`src/rtl/conv_relu_layer_pkg.sv`:
```
// conv_relu_layer_pkg: shared state encoding and arithmetic constants for the conv/ReLU layer
package conv_relu_layer_pkg;
    typedef enum logic [2:0] {
        IDLE  = 3'd0,
        BIAS  = 3'd1,
        MAC   = 3'd2,
        WB    = 3'd3,
        OUT   = 3'd4,
        CHECK = 3'd5
    } state_t;
    function automatic int acc_width(input int w);
        return 2 * w + 8;
    endfunction
    function automatic longint sat_max(input int w);
        return (longint'(1) << (w - 1)) - 1;
    endfunction
endpackage

```
`src/rtl/conv_relu_sat.sv`:
```
// conv_relu_sat: rescale accumulator, add bias, clamp to [0, max positive]
module conv_relu_sat
    import conv_relu_layer_pkg::*;
#(
    parameter int width = 16,
    parameter int frac  = 8,
    parameter int accw  = acc_width(16)
) (
    input  logic [accw-1:0]  acc,
    input  logic [width-1:0] bias,
    output logic [width-1:0] res
);
    localparam logic signed [accw-1:0] MAX = accw'(sat_max(width));
    logic signed [accw-1:0] sh, bx, sum;
    assign sh  = $signed(acc) >>> frac;
    assign bx  = {{(accw - width){bias[width-1]}}, bias};
    assign sum = sh + bx;
    assign res = sum[accw-1] ? '0 : (sum > MAX ? MAX[width-1:0] : sum[width-1:0]);
endmodule

```
`src/rtl/conv_relu_layer.sv`:
```
// conv_relu_layer: stride-1 unpadded multi-channel convolution with bias, ReLU and saturation,
// streaming operands from the data/weight RAMs and writing each pixel back to the data RAM.
module conv_relu_layer
    import conv_relu_layer_pkg::*;
#(
    parameter int memaddrbit = 14,
    parameter int width      = 16,
    parameter int frac       = 8,
    parameter int accw       = acc_width(16)
) (
    input  logic                  clk,
    input  logic                  rst,
    input  logic                  enable,
    input  logic                  checkram,
    input  logic [memaddrbit-1:0] dkr,
    input  logic [memaddrbit-1:0] dkc,
    input  logic [memaddrbit-1:0] dr,
    input  logic [memaddrbit-1:0] dc,
    input  logic [memaddrbit-1:0] di,
    input  logic [memaddrbit-1:0] dr_out,
    input  logic [memaddrbit-1:0] dc_out,
    input  logic [memaddrbit-1:0] di_out,
    input  logic [memaddrbit-1:0] inaddr,
    input  logic [memaddrbit-1:0] outaddr,
    input  logic [memaddrbit-1:0] waddr,
    input  logic [memaddrbit-1:0] baddr,
    output logic [memaddrbit-1:0] memaddr,
    input  logic [width-1:0]      data_in,
    output logic [memaddrbit-1:0] weight_addr,
    input  logic [width-1:0]      weight_in,
    output logic [width-1:0]      conv_out,
    output logic                  wea,
    output logic [2:0]            state,
    output logic                  picture_finish
);
    localparam logic [memaddrbit-1:0] ONE = memaddrbit'(1);
    state_t st, st_nx;
    logic [1:0] bcnt, v;
    logic issued, last_k, last_px, kc_wrap, kr_wrap, oc_wrap, or_wrap;
    logic [memaddrbit-1:0] io, orow, ocol, ii, kr, kc;
    logic [accw-1:0] acc;
    logic [width-1:0] bias, result, sat_res;
    logic signed [2*width-1:0] dx, wx, prod;
    assign dx      = {{width{data_in[width-1]}}, data_in};
    assign wx      = {{width{weight_in[width-1]}}, weight_in};
    assign prod    = dx * wx;
    assign kc_wrap = kc == dkc - ONE;
    assign kr_wrap = kr == dkr - ONE;
    assign last_k  = kc_wrap && kr_wrap && ii == di - ONE;
    assign oc_wrap = ocol == dc_out - ONE;
    assign or_wrap = orow == dr_out - ONE;
    assign last_px = oc_wrap && or_wrap && io == di_out - ONE;
    assign wea      = st == OUT;
    assign conv_out = st == OUT ? result : '0;
    assign state    = st;
    conv_relu_sat #(.width(width), .frac(frac), .accw(accw)) u_sat (
        .acc (acc),
        .bias(bias),
        .res (sat_res)
    );
    always_ff @(posedge clk or negedge rst) begin
        if (!rst) st <= IDLE;
        else st <= st_nx;
    end
    // MAC ends once every element is issued and the last product (v[1]) is being summed
    always_comb begin
        st_nx = st;
        case (st)
            IDLE:    st_nx = enable ? BIAS : IDLE;
            BIAS:    st_nx = bcnt == 2'd2 ? MAC : BIAS;
            MAC:     st_nx = (issued && v == 2'b10) ? WB : MAC;
            WB:      st_nx = OUT;
            OUT:     st_nx = !last_px ? BIAS : (checkram ? CHECK : IDLE);
            default: st_nx = st;
        endcase
    end
    always_ff @(posedge clk or negedge rst) begin
        if (!rst) begin
            {bcnt, v, issued, picture_finish} <= '0;
            {io, orow, ocol, ii, kr, kc} <= '0;
            {memaddr, weight_addr} <= '0;
            {acc, bias, result} <= '0;
        end else begin
            case (st)
                IDLE: if (enable) {picture_finish, io, orow, ocol} <= '0;
                BIAS: begin
                    bcnt <= bcnt == 2'd2 ? 2'd0 : bcnt + 2'd1;
                    if (bcnt == 2'd0) weight_addr <= baddr + io;
                    if (bcnt == 2'd2) {bias, acc, ii, kr, kc, issued, v} <= {weight_in, {accw{1'b0}}, {(3*memaddrbit+3){1'b0}}};
                end
                MAC: begin
                    v <= {v[0], !issued};
                    if (v[1]) acc <= acc + {{(accw - 2*width){prod[2*width-1]}}, prod};
                    if (!issued) begin
                        memaddr     <= inaddr + ii*dr*dc + (orow + kr)*dc + ocol + kc;
                        weight_addr <= waddr + ((io*di + ii)*dkr + kr)*dkc + kc;
                        kc     <= kc_wrap ? '0 : kc + ONE;
                        kr     <= kc_wrap ? (kr_wrap ? '0 : kr + ONE) : kr;
                        ii     <= (kc_wrap && kr_wrap) ? ii + ONE : ii;
                        issued <= last_k;
                    end
                end
                WB: begin
                    result  <= sat_res;
                    memaddr <= outaddr + io*dr_out*dc_out + orow*dc_out + ocol;
                end
                OUT: begin
                    ocol <= oc_wrap ? '0 : ocol + ONE;
                    orow <= oc_wrap ? (or_wrap ? '0 : orow + ONE) : orow;
                    io   <= (oc_wrap && or_wrap) ? io + ONE : io;
                    if (last_px) picture_finish <= 1'b1;
                    if (last_px && checkram) {memaddr, weight_addr} <= '0;
                end
                default: ;
            endcase
        end
    end
endmodule

```
`config.mk`:
```
export PLATFORM = sky130hd
export DESIGN_NAME = conv_relu_layer
export DESIGN_NICKNAME = d
export VERILOG_FILES = /design/src/rtl/conv_relu_layer_pkg.sv /design/src/rtl/conv_relu_sat.sv /design/src/rtl/conv_relu_layer.sv
export SDC_FILE = /design/constraint.sdc
export NUM_CORES = 2
export LEC_CHECK = 0
export CORE_MARGIN = 2
export CORE_UTILIZATION = 52
export CTS_BUF_LIST = sky130_fd_sc_hd__clkbuf_4 sky130_fd_sc_hd__clkbuf_8 sky130_fd_sc_hd__clkbuf_16
export DETAILED_ROUTE_END_ITERATION = 6
export PLACE_DENSITY = 0.7
export SYNTH_ARGS = -nofsm -noshare
export SYNTH_HDL_FRONTEND = slang
export SYNTH_SLANG_ARGS = --single-unit
```
`constraint.sdc`:
```
create_clock -name clk -period 40.9 [get_ports clk]
set_input_delay 8.18 -clock clk [delete_from_list [all_inputs] [get_ports clk]]
set_output_delay 8.18 -clock clk [all_outputs]
set_load 0.05 [all_outputs]
```
==> impl_results.md <==
- CTS Root Cell: clkbuf_16
- Pin count of the biggest net entering global routing: 70
- Yosys warnings: 0
- Reg-to-reg setup timing slack: 25.53 ns
- Number of fill cells: 9713
- DIE AREA: 110500 um2
- Cell type with the highest occurrence count on the critical path: fa_1
- Total clock sinks: 193
- CTS Hold Buffers Added: 0
- TritonCTS Buffers: 17
- Last element of the critical path: weight_addr[13]
- Detail-routed via count per cell: 5.628
- Sequential cell area in the final layout: 4830 um2
- Most frequent cells in the layout: inv_1, fa_1, nand2_1
- Part of the Yosys area used for sequential elements: 8.615%
- Standard-cell rows: 120
- Layout cells sized above 1: 2.001%
- DRC violation count after routing: 0
- Clk slew on worst S/H paths: 0.08 ns
- Critical path data arrival time: 23.39 ns
- Max Fclk: 43.48 MHz
- IO Pins: 253
- Xor/xnor share of the synthesized area: 8.733%
- Post-synthesis mux area share: 0.2254%
- Synthesized-area fraction occupied by ao, oa, aoi and oai cells: 8.271%
- Kind of critical path: in -> reg
- Number of cells traversed by the worst register-to-register path: 48
- Max-cap violations: 0
- Post-DRT Antenna Nets: 0
- Count of flip-flops with a built-in enable after synthesis: 0
- Outcome: completed
- R2R Path Start: io[8]
- Clock latency of the later-clocked register in the worst-skew pair: 0.52 ns
- Final setup violating endpoints: 0
- Worst hold margin: 0.4951 ns
- Most common cell after layout, fill and taps aside: inv_1
- Worst setup startpoint: di[0]
- Reg-to-reg endpoint: weight_addr[13]
- Unrepaired setup endpoints after global routing: false
- Number of distinct library cells after synthesis: 89
- Port-buffer cells: 252
- Final number of hold-violating endpoints: 0
- Post-Syn Area: 56060 um2
- DP Wirelength: 133.0 mm
- Minimum clock period after layout: 23.00 ns
- Final worst path period share: 56.23%
- Multi-input gate area: 45530 um2
- Net count after synthesis: 8217
- Routability congestion estimate from global placement: 0.9619
- Floorplan die width: 332.4 um
- Simple-Gate Fraction of Synth Area: 18.16%
- Critical Path Start Type: primary input
- Wire length of the first global-routing pass: 261.3 mm
- Vias in the first global route: 47057
- Combinational family with the most area after synthesis: adder cells
- CP max stage cell: clkdlybuf4s50_1
- Post-cts repair resize count: 0
- Post-layout utilization of the core: 56.43%
- Overflow left after global routing: 0
- CP endpoint kind: flip-flop
- Required arrival time at the worst endpoint: 41.29 ns
- Starting DRT DRC Count: 3035
- Die height: 332.4 um
- DR vias: 45090
- Initial core utilization: 52.37%
- Slew Limit Headroom: 11.66%
- Adder-cell area share of the yosys netlist: 45.75%
- Global-route usage over all layers: 30.39%
- Worst-Margin Slew: 1.316 ns
- Post-synthesis average cell area: 8.605 um2
- Final Max Tran Viols: 0
- Setup repair bufs after CTS: 0
- Path category of the worst min-delay check: reg -> reg
- CP peak stage delay: 0.95 ns
- Number of synthesized register bits: 193
- Max Clock Skew: 0.02886 ns
- Largest fanout on the critical path: 17
- CORE AREA: 107100 um2
- Setup TNS after final layout: 0 ns
- H-tree depth: 4
- Flip-flop cell with the highest count after synthesis: dfrtp_1
- Final net count: 8288
- Antenna violations before repair: 27
- Synthesis-to-finish area growth: 7.762%
- Detailed Route WL: 165.2 mm
- CTS tree: built
- Wire length per cell after detailed routing: 20.62 um
- Detailed Routing Iterations Pass 1: 6
- Synthesized netlist cell count: 6515
- Maximum clock insertion buffer count: 2
- Async set or reset register ratio after synthesis: 100.0%
## worst min path at each step
| stage | depth (start not counted) | endpoint | from |
|---|---|---|---|
| final | 2 | bias[3] | bias[3] |
| after global routing | 2 | bias[3] | bias[3] |
| after CTS | 1 | result[15] | result[15] |
| after detailed placement | 1 | result[15] | result[15] |
| after global placement | 1 | result[15] | result[15] |
| after floorplan | 1 | result[15] | result[15] |
## routing by layer
| metal | vias up | global-route usage [%] | routed length (um) |
|---|---|---|---|
| met4 | 26 | 13.24 | 8036 |
| li1 | 20335 | - | - |
| met1 | 22689 | 38.05 | 64390 |
| met5 | - | 0 | 171 |
| met2 | 1643 | 51.91 | 80220 |
| met3 | 397 | 4.921 | 12390 |
## logic make-up after synthesis
group,after synthesis
xor gates and xnor gates,537
muxes,12
and+or+nand+nor,2027
AOI/OAI and AO/OA,727
buffers and inverters,1521
DFF,193
adders and majority gates,1498
## sequential cells by signal, indices dropped and copies added (netlist names)
register        cells
state               3
acc                40
v                   2
io                 14
weight_addr        14
result             16
picture_finish      1
bias               16
ocol               14
kr                 14
kc                 14
bcnt                2
orow               14
ii                 14
issued              1
memaddr            14
## per-stage QoR
step | worst slack [ns] | cells | instance area, um2
CTS | 17.95 | 8001 | 60390
detailed placement | 17.44 | 7970 | 59830
global placement | 17.53 | 7970 | 59830
floorplan | 18.83 | 6515 | 56060
finish | 17.90 | 8012 | 60410
global route | 17.20 | 8004 | 60390
## synth_stat cells, types with 14 or more instances
cell         n  area, um2
and2_1     548       3428
a22oi_1     20      150.1
nand4_1     16      100.1
xor2_1     128       1121
ha_1       578       7232
fa_1       920      18420
inv_1     1260       4730
a211oi_1    16      120.1
clkbuf_1   249      934.7
nand2b_1    88      550.5
nor4_1      22      137.6
nor2_1     212      795.8
nand3_1     78      390.4
o21a_1      31      232.7
o21ai_0    162      810.8
nor2b_1     57      356.6
o31ai_1     19      142.6
nor3_1      73      365.4
o21bai_1    31      232.7
xnor2_1    395       3460
a31oi_1     35      219.0
and3_1      71      444.2
a21o_1      62      465.5
a21oi_1    166      830.8
or3_1       32      200.2
o21ai_1     57      285.3
xnor3_1     14      315.3
nand2_1    766       2875
dfrtp_1    193       4830
## critical path: cells and delay by family
kind	cells	cell delay, ns
adder cells (fa/ha/maj)	20	9.26
AO/OA/AOI/OAI	8	1.40
AND/OR/NAND/NOR	5	0.77
XOR/XNOR	11	2.38
buffers and inverters	9	1.37
## layout make-up
class	count	share of cell area, %
clock buffers	21	0.7746
multi-input cells	4801	75.36
well taps	1403	2.906
clock inverters	10	0.1470
repair buffers	313	4.941
diodes	11	0.04556
flip-flops and latches	193	7.994
inverters	1260	7.829
Power is left out: the tool's default activity adds up to more than one toggle a clock period on the data nets, which glitch-free logic cannot reach.
